### config.mk
export PLATFORM = sky130hd
export DESIGN_NAME = seven_seg_scan
export DESIGN_NICKNAME = d
export VERILOG_FILES = /design/src/rtl/seven_seg_scan.sv
export SDC_FILE = /design/constraint.sdc
export NUM_CORES = 1
export LEC_CHECK = 0
export BUFFER_PORTS_ARGS = -buffer_cell sky130_fd_sc_hd__buf_4
export CAP_MARGIN = 20
export CORE_UTILIZATION = 57
export CTS_CLUSTER_DIAMETER = 150
export CTS_CLUSTER_SIZE = 30
export DETAILED_ROUTE_END_ITERATION = 8
export PLACE_DENSITY = 0.9
export SLEW_MARGIN = 40
export SYNTH_ARGS = -nofsm -noshare
export SYNTH_HDL_FRONTEND = slang
export SYNTH_SLANG_ARGS = --single-unit
### constraint.sdc
create_clock -name clk -period 3.6 [get_ports clk]
set_input_delay 0.36 -clock clk [delete_from_list [all_inputs] [get_ports clk]]
set_output_delay 0.36 -clock clk [all_outputs]
set_load 0.005 [all_outputs]
### src/rtl/seven_seg_scan.sv
// seven_seg_scan: time-multiplexed driver for a row of common-anode
// seven-segment digits. Each digit owns one slot of SLOT clocks; the first
// BLANK_CYCLES of every slot keep all anodes off so the previous digit's
// segments never ghost onto the next one. Display data is sampled once per
// frame into shadow registers, so the visible frame is always self-consistent.
module seven_seg_scan #(
    parameter int DIGITS       = 4,
    parameter int CLK_HZ       = 100000000,
    parameter int DIGIT_HZ     = 1000,
    parameter int BLANK_CYCLES = 100
) (
    input  logic                  clk,
    input  logic                  reset,
    input  logic [8*DIGITS-1:0]   word,
    input  logic [DIGITS-1:0]     dp_in,
    input  logic                  hex_mode,
    output logic [6:0]            sseg,
    output logic [DIGITS-1:0]     an,
    output logic                  dp,
    output logic                  frame_start
);

    localparam int SLOT  = CLK_HZ / DIGIT_HZ;
    localparam int CNT_W = (SLOT > 1) ? $clog2(SLOT) : 1;
    localparam int IDX_W = (DIGITS > 1) ? $clog2(DIGITS) : 1;

    localparam logic [CNT_W-1:0] CNT_LAST  = CNT_W'(SLOT - 1);
    localparam logic [CNT_W-1:0] CNT_BLANK = CNT_W'(BLANK_CYCLES);
    localparam logic [IDX_W-1:0] IDX_LAST  = IDX_W'(DIGITS - 1);

    localparam logic [6:0] SEG_OFF = 7'b1111111;

    // Reject parameter sets the scan cannot honour.
    if (DIGITS < 1 || DIGITS > 8) begin : g_bad_digits
        $error("seven_seg_scan: DIGITS must be 1..8");
    end
    if (BLANK_CYCLES < 1 || BLANK_CYCLES > SLOT - 1) begin : g_bad_blank
        $error("seven_seg_scan: BLANK_CYCLES must be 1..SLOT-1");
    end

    logic [CNT_W-1:0]    cnt;
    logic [IDX_W-1:0]    idx;
    logic [8*DIGITS-1:0] word_q;
    logic [DIGITS-1:0]   dp_q;
    logic                hex_q;

    logic                capture;
    logic                blank_phase;
    logic [7:0]          cur_byte;
    logic                cur_dp;
    logic [DIGITS-1:0]   an_next;
    logic [6:0]          glyph;

    // Hex digit glyphs, active-low {g,f,e,d,c,b,a}.
    function automatic logic [6:0] hex_glyph(input logic [3:0] n);
        logic [6:0] g;
        case (n)
            4'h0:    g = 7'b1000000;
            4'h1:    g = 7'b1111001;
            4'h2:    g = 7'b0100100;
            4'h3:    g = 7'b0110000;
            4'h4:    g = 7'b0011001;
            4'h5:    g = 7'b0010010;
            4'h6:    g = 7'b0000010;
            4'h7:    g = 7'b1111000;
            4'h8:    g = 7'b0000000;
            4'h9:    g = 7'b0010000;
            4'hA:    g = 7'b0001000;
            4'hB:    g = 7'b0000011;
            4'hC:    g = 7'b1000110;
            4'hD:    g = 7'b0100001;
            4'hE:    g = 7'b0000110;
            default: g = 7'b0001110;
        endcase
        return g;
    endfunction

    // ASCII glyphs: digits reuse the hex set, letters use lowercase forms,
    // anything without a sensible seven-segment shape is blank.
    function automatic logic [6:0] ascii_glyph(input logic [7:0] c);
        logic [6:0] g;
        case (c)
            8'h30, 8'h31, 8'h32, 8'h33, 8'h34,
            8'h35, 8'h36, 8'h37, 8'h38, 8'h39: g = hex_glyph(c[3:0]);
            8'h61:   g = 7'b0100000; // a
            8'h62:   g = 7'b0000011; // b
            8'h63:   g = 7'b0100111; // c
            8'h64:   g = 7'b0100001; // d
            8'h65:   g = 7'b0000110; // e
            8'h66:   g = 7'b0001110; // f
            8'h67:   g = 7'b0010000; // g
            8'h68:   g = 7'b0001011; // h
            8'h6B:   g = 7'b0001010; // k
            8'h6C:   g = 7'b1001111; // l
            8'h6D:   g = 7'b0101010; // m
            8'h6E:   g = 7'b0101011; // n
            8'h6F:   g = 7'b0100011; // o
            8'h70:   g = 7'b0001100; // p
            8'h72:   g = 7'b0101111; // r
            8'h73:   g = 7'b0010010; // s
            8'h74:   g = 7'b0000111; // t
            8'h75:   g = 7'b1100011; // u
            8'h78:   g = 7'b0001001; // x
            8'h7A:   g = 7'b0100100; // z
            default: g = SEG_OFF;
        endcase
        return g;
    endfunction

    // A frame begins on the first cycle of the leftmost digit's slot.
    assign capture     = (cnt == '0) && (idx == IDX_LAST);
    assign blank_phase = (cnt < CNT_BLANK);

    // Slot counter and digit index; the index walks left to right (high to low).
    always_ff @(posedge clk) begin
        if (reset) begin
            cnt <= '0;
            idx <= IDX_LAST;
        end else if (cnt == CNT_LAST) begin
            cnt <= '0;
            idx <= (idx == '0) ? IDX_LAST : idx - 1'b1;
        end else begin
            cnt <= cnt + 1'b1;
        end
    end

    // Shadow capture and frame marker, both on the frame-start edge.
    always_ff @(posedge clk) begin
        if (reset) begin
            word_q      <= '0;
            dp_q        <= '0;
            hex_q       <= 1'b0;
            frame_start <= 1'b0;
        end else begin
            frame_start <= capture;
            if (capture) begin
                word_q <= word;
                dp_q   <= dp_in;
                hex_q  <= hex_mode;
            end
        end
    end

    // Select the active digit's shadow byte, decimal point and anode pattern.
    always_comb begin
        cur_byte = 8'h00;
        cur_dp   = 1'b0;
        an_next  = '1;
        for (int i = 0; i < DIGITS; i++) begin
            if (idx == IDX_W'(i)) begin
                cur_byte   = word_q[8*i +: 8];
                cur_dp     = dp_q[i];
                an_next[i] = 1'b0;
            end
        end
        glyph = hex_q ? hex_glyph(cur_byte[3:0]) : ascii_glyph(cur_byte);
    end

    // Registered display outputs: dark during reset and the blank phase.
    always_ff @(posedge clk) begin
        if (reset || blank_phase) begin
            an   <= '1;
            sseg <= SEG_OFF;
            dp   <= 1'b1;
        end else begin
            an   <= an_next;
            sseg <= glyph;
            dp   <= ~cur_dp;
        end
    end

endmodule

* After elaboration in Yosys (flattened, before gate mapping) *
Memories as Yosys holds them, arrays and structs flattened.
Cells that the tools add are included.

word-level totals
  flip-flop bits (word level) = 69
  latch bits = 0
  RAM bits = 0
  bits in read-only memories = 224
  bits of input ports = 39
  output and inout bits = 13
  word-level logic and storage cells = 70
  memories = 2

memories
  memory            depth  width  read ports  clocked after Yosys merged registers in  wr ports  RTL line  source
  (name not given)  16     7      1           0                                        0         57        case (n)
  (name not given)  16     7      1           0                                        0         57

cells by class
  add/subtract/negate cells = 2
  multiply operators = 0
  divide/modulo/power cells = 0
  magnitude comparators = 1
  equal/unequal tests = 34
  shift operators = 0
  muxes and demuxes = 15
  bitwise logic cells = 1
  reductions and logical operators = 6

operators by type and width
  cell                                                  number
  == test 8 x 7 -> 1 bit (second input constant)        20
  one-hot mux 7 bit (21 select lines)                   1
  == test 8 x 6 -> 1 bit (second input constant)        10
  2-to-1 mux 8 bit                                      4
  adder 17 x 1 -> 17 bit (second input constant)        1
  == test 17 bit (second input constant)                1
  zero test 17 bit                                      1
  < comparator 17 x 7 -> 1 bit (second input constant)  1
  OR reduction 10 bit                                   1
  2-to-1 mux 1 bit                                      8
  2-to-1 mux 7 bit                                      1
  == test 2 bit (second input constant)                 2
  == test 2 x 1 -> 1 bit (second input constant)        1
  zero test 2 bit                                       1
  2-to-1 mux 2 bit                                      1
  OR reduction 2 bit                                    1
  subtractor 2 x 1 -> 2 bit (second input constant)     1
  logical AND 1 bit                                     1
  logical OR 1 bit                                      1
  NOT 1 bit                                             1

* Longest topological paths before layout *
Gate-level depths: netlist (run 1).

  word-level depth = 9
  depth in mapped cells = 15
  mapped depth without buffers = 13

* Worst setup path after synthesis (run 1) *
Ideal clock, no wire load.

  path type = register to register
  start = reg idx[1]
  end = reg sseg[0]
  setup time = 0.141 ns
  arrival = 3.039 ns
  data required time = 3.459 ns
  setup slack = 0.420 ns
  cell stages (with the launch flop) = 16
  path through = dfxtp_1 inv_1 ha_1 buf_6 buf_2 nor2b_1 a221oi_1 o31ai_1 ha_1 buf_1 or2_2 a211oi_1 nor4_1 a31oi_1 a41oi_2 o221ai_1

between the ends
  longest elaborated chain between the ends = 9
  elaborated cells between the ends (all ways) = 43

ends and longest elaborated chain
  element                              RTL line  source
  from (decl)                          42        logic [IDX_W-1:0] idx;
  from (signal assigned)               121       idx <= (idx == '0) ? IDX_LAST : idx - 1'b1;
  zero test 2 bit                      150       if (idx == IDX_W'(i)) begin
  2-to-1 mux 8 bit (3 in series)       150
  2-to-1 mux 8 bit *                   150
  == test 8 x 6 -> 1 bit               n/a
  OR reduction 10 bit                  n/a
  one-hot mux 7 bit (21 select lines)  82        case (c)
  2-to-1 mux 7 bit *                   156       glyph = hex_q ? hex_glyph(cur_byte[3:0]) : ascii_glyph(cur_byte);
  to (signal assigned)                 167       sseg <= glyph;
  to (decl)                            17        output logic [6:0] sseg,

Every way passes the cells marked *; elsewhere a longest branch is shown, timed or not.
A chain may end at the register's enable or synchronous reset.

* Worst setup path after layout (run 1) *
  start = reg idx[0]
  end = reg sseg[6]

The elaborated chain is that of the path after synthesis.

==> results of run 1 <==
## cells in the final DEF, fill, tap and decap left out, types with 3 or more instances in the layout
cell type and n:
or2_2 3, a21oi_1 54, nor2_1 45, xnor2_1 6, nand3b_1 4, ha_1 11
a221oi_1 4, nand3_1 14, nand2_1 109, o221ai_1 4, and3_1 6, nor3_1 8
o21ai_0 14, a211oi_1 7, a211o_1 3, nor2b_1 6, buf_4 64, o211ai_1 3
a22oi_1 8, clkbuf_8 9, nor3b_1 3, nand4_1 3, xor2_1 10, inv_1 14
a31oi_1 4, dfxtp_1 69
## sequential cells by signal, summed over array words and instances, names as in the netlist
register	cells
dp	1
idx	2
hex_q	1
dp_q	4
cnt	17
sseg	7
word_q	32
an	4
frame_start	1
## path summary, 6_finish.rpt
path	start	slack (ns)	end
hold reg to reg	word_q[21]	0.46	word_q[21]
setup / recovery	idx[0]	0.35	sseg[6]
setup reg to reg	idx[0]	0.35	sseg[6]
hold / removal	word[29]	0.25	word_q[29]
## cells by family after synthesis
| group | Yosys count |
|---|---|
| adders and majority gates | 12 |
| AOI/OAI and AO/OA | 120 |
| muxes | 3 |
| buffers and inverters | 47 |
| and+or+nand+nor | 211 |
| xor gates and xnor gates | 16 |
| DFF | 69 |
## where the power goes
| part | internal (mW) | leakage (nW) | switching, mW |
|---|---|---|---|
| clock | 0.390 | 0.107 | 0.297 |
| sequential | 0.807 | 0.564 | 0.0312 |
| combinational | 0.130 | 1.06 | 0.196 |
| total | 1.33 | 1.73 | 0.524 |
## critical path, stage by stage (launching register included)
cell	delay [ns]
dfxtp_1	0.40
inv_1	0.08
ha_1	0.38
a21oi_1	0.18
o21ai_0	0.10
a22oi_1	0.17
buf_4	0.18
inv_1	0.08
ha_1	0.21
or2_2	0.32
a211oi_1	0.29
nor4_2	0.10
nor2_1	0.34
o32a_1	0.23
nand2_1	0.05
## per-stage QoR
| step | area (sq um) | power, mW | instances | setup slack [ns] |
|---|---|---|---|---|
| after floorplan | 3623 | 1.063 | 478 | 0.4201 |
| after global placement | 4044 | 1.169 | 584 | 0.4936 |
| after detailed placement | 4044 | 1.171 | 584 | 0.2959 |
| after CTS | 4258 | 1.853 | 600 | 0.2882 |
| after global routing | 4278 | 1.933 | 600 | 0.1004 |
| final | 4278 | 1.851 | 600 | 0.3546 |
## cells in the mapped netlist (all sizes together), types with 2 or more instances
master / count / area (sq um)
a211o: 3 / 26.28
a211oi: 9 / 80.08
a21boi: 3 / 22.52
a21oi: 54 / 270.3
a221oi: 4 / 35.03
a22o: 2 / 17.52
a22oi: 8 / 60.06
a31oi: 4 / 25.02
and3: 6 / 37.54
buf: 13 / 82.57
clkbuf: 20 / 76.32
dfxtp: 69 / 1381
ha: 12 / 150.1
inv: 14 / 52.55
mux2i: 2 / 20.02
nand2: 109 / 409.1
nand2b: 2 / 12.51
nand3: 14 / 70.07
nand3b: 5 / 50.05
nand4: 3 / 18.77
nor2: 45 / 168.9
nor2b: 6 / 37.54
nor3: 8 / 40.04
nor3b: 3 / 22.52
nor4: 2 / 12.51
o211a: 2 / 20.02
o211ai: 3 / 22.52
o21ai: 14 / 70.07
o221ai: 4 / 35.03
o31ai: 2 / 15.01
or2: 5 / 31.28
or4: 2 / 15.01
xnor2: 6 / 52.55
xor2: 10 / 87.58
## layout make-up
cell class / instances / area share
clock inverter: 6 / 0.02018
clock buffer: 10 / 0.02983
tap: 75 / 0.02194
sequential: 69 / 0.3229
inverter: 14 / 0.01228
timing repair buffer: 64 / 0.1123
multi-input combinational: 362 / 0.4805
## per-layer routing
metal / track usage / wire length, microns / vias to the layer above
met5: 0 / 0 / -
met4: 0.1544 / 341 / 0
met3: 0.06333 / 426 / 33
met2: 0.5413 / 4846 / 130
met1: 0.3473 / 3738 / 1667
li1: - / - / 1724
## timing repair
item | 4_1_cts | 5_1_grt
gates resized for setup | 0 | 3
setup endpoints to repair | 0 | 7
buffers inserted | 0 | 0
==> impl_metrics.yaml, run 1 <==
run_status:
  outcome: "complete, no violations"
finish:
  layout-drive-gt1-share: 0.1733
  seqCellArea_sq_um: 1381
  diodes: 0
  nFillCells: 465
  num-nets-final: 571
  syn_to_final_growth_pct: 18.06
  multi_input_area_sq_um: 2056
  post-route-util: 0.7099
floorplanning:
  fp.dieH_microns: 81.73
  coreArea_sq_um: 6026
  start_util: 0.6013
  fp.dieArea_sq_um: 6680
  fp.dieW_microns: 81.73
  rows: 28
  pin_count: 52
clocking:
  clockRootBuffer: "clkbuf_8"
  clk_pin_slew_ns: 0.07
  clk_latency_ns: 0.35
  clock_path_buffers: 2
  cts_buffers: 9
  cts_htree_levels: 3
  cts.sinks: 69
  cts_tree: "yes"
  hold_buffers: 0
critical_path:
  end_kind: "flip-flop"
  criticalPathCategory: "flip-flop to flip-flop"
  crit_arrival_ns: 3.48
  cp_max_fo: 17
  reg2reg_depth: 14
  worst_ep_required_time_ns: 3.83
  start_kind: "flip-flop"
yosys:
  synth.area.mux_share: 0.008633
  synth_fa_ha_area_frac: 0.04144
  synthSimpleGateAreaFrac: 0.2573
  yosys_warnings: 0
  synth_xor_area_frac: 0.03867
  ys_seq_area_frac: 0.3812
  yosys_most_used_dff: "dfxtp_1"
  synth_top_family_by_area: "simple AND/OR/NAND/NOR gates"
  ys_types: 51
  netlist_area_sq_um: 3623
  synth_edf_count: 0
  synth_compound_area_frac: 0.2144
  syn_inst: 478
  postSynthAreaPerCell_sq_um: 7.580
  ys_ff_latch: 69
  async_flop_share: 0
  syn-num-nets: 529
sta:
  slew_viol_final: 0
  setup_viol: 0
  hold_ws_ns: 0.2528
  hold_viol: 0
  skew_ns: 0.007779
  min_period_ns: 3.245
  rsz0062_at_grt: "no"
  fin_crit_sh: 0.9015
  final.setup.tns_ns: 0
  max_freq_ghz: 0.3081
  maxSlewHeadroom: 0.5697
  tightest_slew_ns: 0.6455
run:
  max_cap_violations: 0
global_route:
  grt_pass1_wl_microns: 15500
  antenna_found_initial: 0
  globalRouteTotalUtil: 0.3068
  overflow: 0
  grt_start_max_net_pins: 44
  grt_pass1_vias: 3379
route:
  vias: 3554
  first_pass_iters: 5
  route.detailed.drc: 0
  routed_wl_microns: 9352
  drt_iter0_drc: 234
  viasPerCell: 5.923
  postRouteAntennaNets: 0
  wl_per_cell_microns: 15.59
placement:
  hpwl_microns: 6746
  io_buffers: 51
  place_congestion: 0.9400
pwr:
  peakVddDrop_uv: 285.4
  power_density_nw_per_um2: 432.6
  p_leak_nw: 1.732
min_path:
  hp-class: "primary input to flip-flop"
  hold-path-cell-count: 3
Note: power is estimated with default switching activity, not from simulation.
==> inputs of run 2 (changes only) <==
- ABC_AREA: default -> 1
- CORE_UTILIZATION: 57 -> 58
- PLACE_DENSITY: 0.9 -> 0.91
==> impl_metrics.yaml, run 2 <==
floorplanning:
  fp.dieH_microns: 84.09
  coreArea_sq_um: 6422
  fp.dieArea_sq_um: 7071
  fp.dieW_microns: 84.09
  start_util: 0.6086
  rows: 29
  pin_count: 52
clocking:
  cts.sinks: 69
  clk_latency_ns: 0.35
  cts_buffers: 9
  hold_buffers: 0
  cts.repair.resized: 0
  clock_path_buffers: 2
  cts_htree_levels: 3
  post_cts_buffers: 0
  clockRootBuffer: "clkbuf_8"
  cts_tree: "yes"
  clk_pin_slew_ns: 0.08
sta:
  max_freq_ghz: 0.3219
  fin_crit_sh: 0.8630
  hold_ws_ns: 0.2290
  min_period_ns: 3.107
  setup_viol: 0
  slew_viol_final: 0
  hold_viol: 0
  final.setup.tns_ns: 0
  rsz0062_at_grt: "no"
  tightest_slew_ns: 0.7257
  maxSlewHeadroom: 0.5157
  skew_ns: 0.009843
route:
  top_layer: "met4"
  vias: 3964
  wl_met3_microns: 620
  first_pass_iters: 9
  wl_met2_microns: 4716
  wl_per_cell_microns: 13.71
  m1WireLength_microns: 4344
  viasPerCell: 5.475
  route.detailed.drc: 12
  drt_iter0_drc: 331
  postRouteAntennaNets: 0
  routed_wl_microns: 9924
critical_path:
  cp_common_cell: "nand2_1"
  end_kind: "flip-flop"
  worst_ep_required_time_ns: 3.90
  crit_path_max_incr_delay_ns: 0.55
  r2r_end: "sseg[4]"
  start_kind: "flip-flop"
  cp_slowest_cell: "ha_1"
  criticalPathCategory: "flip-flop to flip-flop"
  r2r_start: "idx[0]"
  reg2reg_depth: 18
  cp_max_fo: 18
  crit_arrival_ns: 3.40
  crit_chain: "ha_1 -> inv_1 -> nor2_1 -> inv_1 -> nand2_1 -> inv_1 -> ha_1 -> inv_1 -> nand4_1 -> nand2_1 -> nand3_1 -> nand2_2 -> inv_2 -> nor2_2 -> nand3_2 -> nand2_1 -> nand2_1 -> nand2_1"
  crit_path_start: "idx[0]"
  r2r_slack_ns: 0.49
yosys:
  syn_inst: 599
  ys_types: 37
  async_flop_share: 0
  synth.top_cell.area_share: 0.3534
  syn-num-nets: 650
  ys_seq_area_frac: 0.3534
  yosys_warnings: 0
  synth_edf_count: 0
  synth_top_cell_by_area: "dfxtp_1"
  netlist_area_sq_um: 3909
  postSynthAreaPerCell_sq_um: 6.525
  yosys_most_used_dff: "dfxtp_1"
  synthTopCellsByCount: "144 x nand2_1, 123 x nor2_1, 69 x dfxtp_1"
  ys_ff_latch: 69
  synth_most_common_cell: "nand2_1"
  synthTopCellsByArea: "dfxtp_1 35%, nand2_1 14%, nor2_1 12%"
global_route:
  grt_pass1_wl_microns: 16970
  overflow: 0
  grt_start_max_net_pins: 31
  grt_pass1_vias: 3729
  antenna_found_initial: 0
  globalRouteTotalUtil: 0.2974
pwr:
  power_density_nw_per_um2: 421.8
  p_sw_mw: 0.5775
  p_leak_nw: 2.205
  comb_power_share: 0.178
  p_clk_frac: 0.374
  seqPwrFrac: 0.448
  internal_power_mw: 1.326
  power_mw: 1.904
  power_switching_share: 0.3034
  peakVddDrop_uv: 323.0
placement:
  placed_cells: 708
  io_buffers: 51
  hpwl_microns: 7413
  place_congestion: 1.004
finish:
  syn_to_final_growth_pct: 15.46
  nFillCells: 508
  diodes: 0
  most-common-layout-cells: "144 x nand2_1, 123 x nor2_1, 69 x dfxtp_1, 63 x inv_1, 53 x buf_4"
  regMostFlops: "word_q"
  layout-drive-gt1-share: 0.1577
  layout.cells.non_filler: 724
  num-nets-final: 693
  largest_register_ffs: 32
  top_regs: "word_q: 32 flops, cnt: 17 flops, sseg: 7 flops"
  layout_commonest_cell: "nand2_1"
min_path:
  hp-class: "primary input to flip-flop"
  hold_end: "word_q[11]"
  hold-path-cell-count: 3
  hold_start: "word[11]"
run:
  max_cap_violations: 0
run_status:
  violations: "DRC"
  outcome: "finished, violations left"
[run 2: kinds of logic after synthesis]
kind of cell,count (synthesis),share of synthesized area
AOI/OAI and AO/OA,86,0.1280
xor gates and xnor gates,3,0.006723
adders and majority gates,12,0.03841
buffers and inverters,89,0.09571
DFF,69,0.3534
and+or+nand+nor,340,0.3777
[run 2: worst max path at each step]
stage | end | slack (ns) | depth (start not counted)
after floorplan | sseg[1] | 1.15 | 19
after global placement | sseg[3] | 0.77 | 18
after detailed placement | sseg[1] | 0.57 | 18
after CTS | sseg[4] | 0.51 | 18
after global routing | sseg[1] | 0.17 | 18
final | sseg[4] | 0.49 | 18
[run 2: power groups by stage]
stage               registers [mW]  logic, mW  clock network, mW
global route                 0.857      0.381              0.738
detailed placement           0.868      0.330                  0
finish                       0.853      0.339              0.712
floorplan                    0.854      0.239                  0
CTS                          0.851      0.335              0.709
global placement             0.868      0.325                  0
[run 2: worst max-delay path: cells and delay by family, from the launching register on]
kind / cells / cell delay (ns)
simple gates: 11 / 1.24
flops: 1 / 0.39
fa+ha+maj: 2 / 0.86
buf+inv: 5 / 0.58
[run 2: metal layers]
layer,vias up,GRT usage
li1,1981,-
met1,1783,0.3649
met2,171,0.5134
met3,29,0.05045
met4,0,0.1238
met5,-,0
[run 2: layout make-up]
class,instances,area (sq um),share of cell area
clock inverters,7,98.84,0.02190
multi-input cells,441,2160,0.4785
repair buffers,53,397.9,0.08816
clock buffers,9,123.9,0.02745
inverters,68,255.2,0.05656
well taps,77,96.34,0.02135
flip-flops and latches,69,1381,0.3061
[run 2: metrics by stage]
stage | instance area, sq um | util | setup WS, ns
2_1_floorplan | 3909 | - | 1.153
3_3_place_gp | 4290 | 0.6680 | 0.7744
3_5_place_dp | 4290 | 0.6680 | 0.5726
4_1_cts | 4513 | 0.7027 | 0.5099
5_1_grt | 4513 | 0.7027 | 0.1666
6_report | 4513 | 0.7027 | 0.4933
